$ cat src/rtl/fetch_pkg.sv
// Shared types and constants for the instruction fetch stage.
// The state encoding is fixed so external tools can decode dbg_state directly.
package fetch_pkg;

    localparam int INST_W     = 32;
    localparam int OPCODE_MSB = 31;
    localparam int OPCODE_LSB = 27;
    localparam int OPCODE_W   = OPCODE_MSB - OPCODE_LSB + 1;

    typedef enum logic [1:0] {
        FETCH = 2'd0,
        WAIT  = 2'd1,
        HOLD  = 2'd2
    } fetch_state_t;

endpackage

$ cat src/rtl/fetch_pc_reg.sv
// Program counter register with asynchronous active-low reset.
// When load and incr are both asserted, load (the redirect) wins.
module fetch_pc_reg #(
    parameter int                ADDR_W   = 12,
    parameter logic [ADDR_W-1:0] RESET_PC = '0
) (
    input  logic              clock,
    input  logic              reset,
    input  logic              load,
    input  logic [ADDR_W-1:0] load_pc,
    input  logic              incr,
    output logic [ADDR_W-1:0] pc
);

    localparam logic [ADDR_W-1:0] PC_ONE = {{(ADDR_W-1){1'b0}}, 1'b1};

    always_ff @(posedge clock or negedge reset) begin
        if (!reset) begin
            pc <= RESET_PC;
        end else if (load) begin
            pc <= load_pc;
        end else if (incr) begin
            pc <= pc + PC_ONE;
        end
    end

endmodule

$ cat src/rtl/fetch_unit.sv
// Instruction fetch stage: one imem read per instruction, valid/ready hand-off
// to decode, and redirect handling that squashes wrong-path reads and holds.
//
// Handshake: decode takes the held instruction in a cycle where
// inst_valid & dec_ready & ~redirect_valid; a redirect always squashes the
// held instruction, so decode must ignore whatever it sees in that cycle.
module fetch_unit
    import fetch_pkg::*;
#(
    parameter int                ADDR_W   = 12,
    parameter logic [ADDR_W-1:0] RESET_PC = '0
) (
    input  logic                clock,
    input  logic                reset,
    output logic                imem_req,
    output logic [ADDR_W-1:0]   imem_addr,
    input  logic                imem_rvalid,
    input  logic [INST_W-1:0]   imem_rdata,
    output logic                inst_valid,
    input  logic                dec_ready,
    output logic [INST_W-1:0]   inst,
    output logic [OPCODE_W-1:0] inst_opcode,
    output logic [ADDR_W-1:0]   inst_pc,
    output logic [ADDR_W-1:0]   pc_plus1,
    input  logic                redirect_valid,
    input  logic [ADDR_W-1:0]   redirect_pc,
    output fetch_state_t        dbg_state
);

    localparam logic [ADDR_W-1:0] PC_ONE = {{(ADDR_W-1){1'b0}}, 1'b1};

    fetch_state_t      state, state_nxt;
    logic              drop, drop_nxt;
    logic              valid_nxt;
    logic              capture;
    logic              pc_load;
    logic              pc_incr;
    logic [ADDR_W-1:0] pc;

    fetch_pc_reg #(
        .ADDR_W   (ADDR_W),
        .RESET_PC (RESET_PC)
    ) u_pc_reg (
        .clock   (clock),
        .reset   (reset),
        .load    (pc_load),
        .load_pc (redirect_pc),
        .incr    (pc_incr),
        .pc      (pc)
    );

    always_ff @(posedge clock or negedge reset) begin
        if (!reset) begin
            state      <= FETCH;
            drop       <= 1'b0;
            inst_valid <= 1'b0;
            inst       <= '0;
            inst_pc    <= '0;
        end else begin
            state      <= state_nxt;
            drop       <= drop_nxt;
            inst_valid <= valid_nxt;
            if (capture) begin
                inst    <= imem_rdata;
                inst_pc <= pc;
            end
        end
    end

    // imem_rvalid is only meaningful in WAIT; elsewhere it is a stray and ignored.
    always_comb begin
        state_nxt = state;
        drop_nxt  = drop;
        valid_nxt = inst_valid;
        capture   = 1'b0;
        pc_load   = 1'b0;
        pc_incr   = 1'b0;
        imem_req  = 1'b0;
        case (state)
            FETCH: begin
                imem_req = reset & ~redirect_valid;
                if (redirect_valid) begin
                    pc_load = 1'b1;
                end else begin
                    state_nxt = WAIT;
                end
            end
            WAIT: begin
                if (imem_rvalid) begin
                    if (drop || redirect_valid) begin
                        drop_nxt  = 1'b0;
                        pc_load   = redirect_valid;
                        state_nxt = FETCH;
                    end else begin
                        capture   = 1'b1;
                        pc_incr   = 1'b1;
                        valid_nxt = 1'b1;
                        state_nxt = HOLD;
                    end
                end else if (redirect_valid) begin
                    pc_load  = 1'b1;
                    drop_nxt = 1'b1;
                end
            end
            HOLD: begin
                if (redirect_valid) begin
                    pc_load   = 1'b1;
                    valid_nxt = 1'b0;
                    state_nxt = FETCH;
                end else if (dec_ready) begin
                    valid_nxt = 1'b0;
                    state_nxt = FETCH;
                end
            end
            default: begin
                state_nxt = FETCH;
            end
        endcase
    end

    assign imem_addr   = pc;
    assign inst_opcode = inst[OPCODE_MSB:OPCODE_LSB];
    assign pc_plus1    = inst_pc + PC_ONE;
    assign dbg_state   = state;

endmodule

$ cat config.mk
export PLATFORM = sky130hd
export DESIGN_NAME = fetch_unit
export DESIGN_NICKNAME = d
export VERILOG_FILES = /design/src/rtl/fetch_pkg.sv /design/src/rtl/fetch_pc_reg.sv /design/src/rtl/fetch_unit.sv
export SDC_FILE = /design/constraint.sdc
export NUM_CORES = 1
export LEC_CHECK = 0
export BUFFER_PORTS_ARGS = -buffer_cell sky130_fd_sc_hd__buf_2
export CAP_MARGIN = 20
export CORE_MARGIN = 2
export CORE_UTILIZATION = 43
export CTS_CLUSTER_SIZE = 40
export DETAILED_ROUTE_END_ITERATION = 7
export PLACE_DENSITY = 0.77
export SYNTH_ARGS = -nofsm -noshare
export SYNTH_HDL_FRONTEND = slang
export SYNTH_SLANG_ARGS = --single-unit
$ cat constraint.sdc
create_clock -name clock -period 1.4 [get_ports clock]
set_input_delay 0.28 -clock clock [delete_from_list [all_inputs] [get_ports clock]]
set_output_delay 0.28 -clock clock [all_outputs]
set_load 0.05 [all_outputs]
# Word level (Yosys, flattened, before mapping)
# Cells that the tools add are included.
dict set report totals {
  ramBits 0
  elab_cells 50
  romBits 0
  n_memories 0
  ff_bits 60
  latch_bits 0
}
dict set report classes {
  div_mod_pow 0
  n_bitwise 2
  shift 0
  mul 0
  reduce_logical 9
  addsub 2
  n_mux 24
  eq_ne 7
  n_lt_le_gt_ge 0
}
# cell count
set op_table {}
lappend op_table {{$add 12x1->12 const B} 2}
lappend op_table {{$mux 12} 2}
lappend op_table {{$mux 1} 14}
lappend op_table {{$mux 2} 5}
lappend op_table {{$ne 2x2->1 const B} 3}
lappend op_table {{$pmux 2 s3} 1}
lappend op_table {{$reduce_and 3->1} 2}
lappend op_table {{$reduce_bool 2->1} 3}
lappend op_table {{$pmux 1 s2} 2}
lappend op_table {{$reduce_and 4->1} 1}
lappend op_table {{$ne 3x3->1 const B} 1}
lappend op_table {{$eq 2x1->1 const B} 1}
lappend op_table {{$eq 2x2->1 const B} 1}
lappend op_table {{$logic_not 2->1} 1}
lappend op_table {{$ne 2x1->1 const B} 1}
lappend op_table {{$reduce_or 2->1} 1}
lappend op_table {{$and 1x1->1} 1}
lappend op_table {{$logic_or 1x1->1} 1}
lappend op_table {{$not 1->1} 1}

# Depth between registers and ports, before layout
dict set report depth {
  word_depth 6
  depth_mapped 7
  depth_no_buf 5
}

# By module
# From an unflattened synthesis, not the netlist that was laid out.
dict set report hier_totals {
  cells_unflattened 217
  area_unflattened_um2 2877.8
}
# mod instances area_each_um2 seq_area_each_um2 cells_each
set by_module_without_submodules {}
lappend by_module_without_submodules {fetch_unit 1 2205.9 1201.2 145}
lappend by_module_without_submodules {fetch_pc_reg 1 671.9 300.3 72}

# Worst setup path before layout
# Ideal clock, no wire load.
dict set report synth_timing {
  path_type {register to output}
  startpoint {reg state[1] (netlist: dbg_state[1])}
  endpoint {out imem_req}
  path_stages_with_launch 2
  setup_slack_ns -1.209
  required_time_ns 1.120
  path_buffers 0
  arrival_ns 2.329
  path_cell_list {dfrtp_1 > nor4b_1}
}
dict set report synth_via {
  elab_chain_len 2
}
# element line_no
set synth_rtl {}
lappend synth_rtl {{from (decl)} fetch_unit.sv:32} ;# fetch_state_t state, state_nxt;
lappend synth_rtl {{from (signal assigned)} fetch_unit.sv:60} ;# state <= state_nxt;
lappend synth_rtl {{$logic_not 2->1} fetch_unit.sv:79} ;# case (state)
lappend synth_rtl {{$mux 1} fetch_unit.sv:79}
lappend synth_rtl {{to (decl)} fetch_unit.sv:15} ;# output logic imem_req,
# Every way passes these cells.

# Worst setup path in the final report
dict set report layout_timing {
  startpoint {reg inst_pc[4]}
  endpoint {out pc_plus1[11]}
}
dict set report layout_via {
  elab_chain_len 1
}
# element line_no
set layout_rtl {}
lappend layout_rtl {{from (decl)} fetch_unit.sv:23} ;# output logic [ADDR_W-1:0] inst_pc,
lappend layout_rtl {{from (signal assigned)} fetch_unit.sv:65} ;# inst_pc <= pc;
lappend layout_rtl {{$add 12x1->12} fetch_unit.sv:123} ;# assign pc_plus1 = inst_pc + PC_ONE;
lappend layout_rtl {{to (decl)} fetch_unit.sv:24} ;# output logic [ADDR_W-1:0] pc_plus1,
# Every way passes these cells.

==> flow_summary.toml <==
[layout]
multiInputGateArea_um2 = 1980
layout_common_cells = "buf_2, nand2_1, nand2_2"
instances_no_fill = 578
regArea_um2 = 1530
finalNetCount = 548
fillers = 295
final_common_cell = "buf_2"
area_delta_synth_final_pct = 94.0
drive_above_1_share_pct = 74.3
diodes = 0

[logic_synthesis]
synthTopCellsByArea = "dfrtp_1, nand2_1, buf_6, xnor2_1, buf_4"
syn_nets = 358
netlist_instances = 307
ys.flop_type = "dfrtp_1"
async_flop_share_pct = 100
yosysUniqueCellTypes = 44
synth-warning-count = 0
ys_seq_area_share_pct = 53.1
synth_edf_count = 0
post-synth-top-area-fraction_pct = 53.1
syn-mean-instance-area_um2 = 9.21
yosysTopAreaCell = "dfrtp_1"
synth_seq_cells = 60
synth_area_um2 = 2830

[worst_hold_path]
min_path_type = "in -> async"

[grt]
antenna_found_initial = 0
gr-usage-all-layers_pct = 23.1
grt_overflow = 0
grt_pass1_wl_mm = 13.2
grt_pass1_vias = 2775
grt_start_max_net_pins = 61

[sta]
hold_viol_final = 0
worst_pin_slew_ns = 0.761
max-slew-margin-rel_pct = 49.3
rsz0062_at_grt = "true"
finalClockSkew_ns = 0.00691
period_minus_slack_ns = 2.02
maxSlewViolCount = 0
period_share_pct = 144
fmax_mhz = 495
fin_ws_ns = -0.621
final-setup-viol-count = 74

[route]
via_per_inst = 5.43
wire_per_inst_um = 19.9
drc_errors = 0
num_vias = 3137
drt_iter0_drc = 145
antenna_left = 0
routed_wl_mm = 11.5
dr.pass1.iters = 4

[clocking]
cts_tree = "done"
cts.sinks = 60
clkLatencyLatePin_ns = 0.33
clk_path_buf_depth = 2
numCtsBuffers = 9
cts_max_level = 3
path_clk_slew_ns = 0.07
hold_buffers = 0
cts_root_buf = "clkbuf_8"

[die]
fp-row-count = 29
die_w_um = 85.1
core_area_um2 = 6350
start_util_pct = 44.6
die_area_um2 = 7240
die_y_um = 85.1
io_pins = 126

[placement]
dp.cells = 528
dp_hpwl_mm = 5.54
pre_cts_ws_ns = -0.339
port_buffers = 125
routabilityCongestion = 0.856

[critical_path]
worst-setup-path-type = "reg -> out"
r2r_cells = 7
critPathBufInv = 1
timing.rr.start = "dbg_state[0]"
crit_arrival_ns = 1.74
slowest_stage = "dfrtp_2"
path_cells = "and3_4 -> and4_4 -> nand4_1 -> xnor2_4 -> buf_6"
cp-end-kind = "output port"
crit_start = "inst_pc[4]"
cp_max_fo = 3
cpPeakStageDelay_ns = 0.38
cpLargestDelayFamily = "simple AND/OR/NAND/NOR gates"
reg2reg_slack_ns = -0.20
start_kind = "flop"
path_depth = 5
rr_endpoint = "u_pc_reg.pc[9]"
required_ns = 1.12

[run_status]
violations = "setup timing"
outcome = "finished, violations left"

[power]
p_sw_share_pct = 52.8
pwr-share-seq_pct = 23.4
ir_drop_mv = 2.23
p_leak_nw = 2.78
intPower_mw = 6.51
clockPowerShare_pct = 11.7
p_per_area_nw_per_um2 = 2510
p_sw_mw = 7.28
power_frac_comb_pct = 64.9

[flow_run]
max-cap-violations = 0
[through the flow]
step / hold WS, ns / area (um2) / TNS (ns) / power [mW] / util [%]
global placement: 0.445 / 3960 / -4.15 / 9.47 / 62.4
floorplan: -0.0156 / 3080 / -10.71 / 7.91 / -
finish: 0.125 / 5490 / -11.02 / 13.8 / 86.4
CTS: 0.136 / 4540 / -6.31 / 12.0 / 71.4
global route: 0.143 / 5490 / -14.09 / 14.3 / 86.4
detailed placement: 0.450 / 3960 / -5.50 / 9.60 / 62.4
[what timing repair did]
action	CTS	global route
cloned	0	11
pin swaps	30	104
buffers inserted	10	18
gates resized for setup	80	187
setup endpoints to repair	73	86
[registers in the layout, indices dropped and copies added, names as in the netlist]
| name | count |
|---|---|
| inst | 32 |
| inst_pc | 12 |
| u_pc_reg.pc | 12 |
| dbg_state | 2 |
| drop | 1 |
| inst_valid | 1 |
[power by group through the flow]
stage,logic (mW),clock network (mW),registers [mW]
global placement,6.53,0,2.94
global route,9.26,1.73,3.29
finish,8.95,1.61,3.23
floorplan,2.36,0,5.54
detailed placement,6.63,0,2.97
CTS,7.46,1.60,2.96
[layout make-up]
type,count,area share [%]
multi-input cells,227,36.0
repair buffers,196,30.4
flip-flops and latches,60,27.9
clock buffers,11,2.76
well taps,77,1.76
clock inverters,4,0.889
inverters,3,0.251
[cell usage after synthesis (all sizes together) (2+ instances only)]
cell type	instances
nor3	3
o21ai	12
nand3	8
xnor2	12
buf	17
nor2	10
a221o	3
nand4	3
a31oi	2
nor4	5
dfrtp	60
inv	3
or2	2
xor2	3
nand2	139
ha	2
and3	3
[kinds of logic (layout without fill, tap and decap cells)]
logic type | after synthesis | after routing | share of synthesized area, %
adder cells (fa/ha/maj) | 2 | 2 | 0.884
buffers and inverters | 21 | 214 | 6.37
flip-flops | 60 | 60 | 53.1
XOR/XNOR | 15 | 15 | 4.64
AND/OR/NAND/NOR | 181 | 182 | 28.1
AO/OA/AOI/OAI | 28 | 28 | 6.94
[layer usage]
layer	track usage (%)	wire length [um]	vias up
met5	0	0	-
met4	6.64	385	0
met3	4.18	618	34
met2	41.1	6290	135
met1	28.6	4230	1586
li1	-	-	1382
[how the worst max path moves through the flow]
stage,to,slack (ns)
final,pc_plus1[11],-0.62
after floorplan,pc_plus1[11],-0.51
after detailed placement,pc_plus1[11],-0.34
after global placement,pc_plus1[11],-0.31
after CTS,pc_plus1[11],-0.57
after global routing,pc_plus1[11],-0.68
Power figures use the tool's default switching activity.
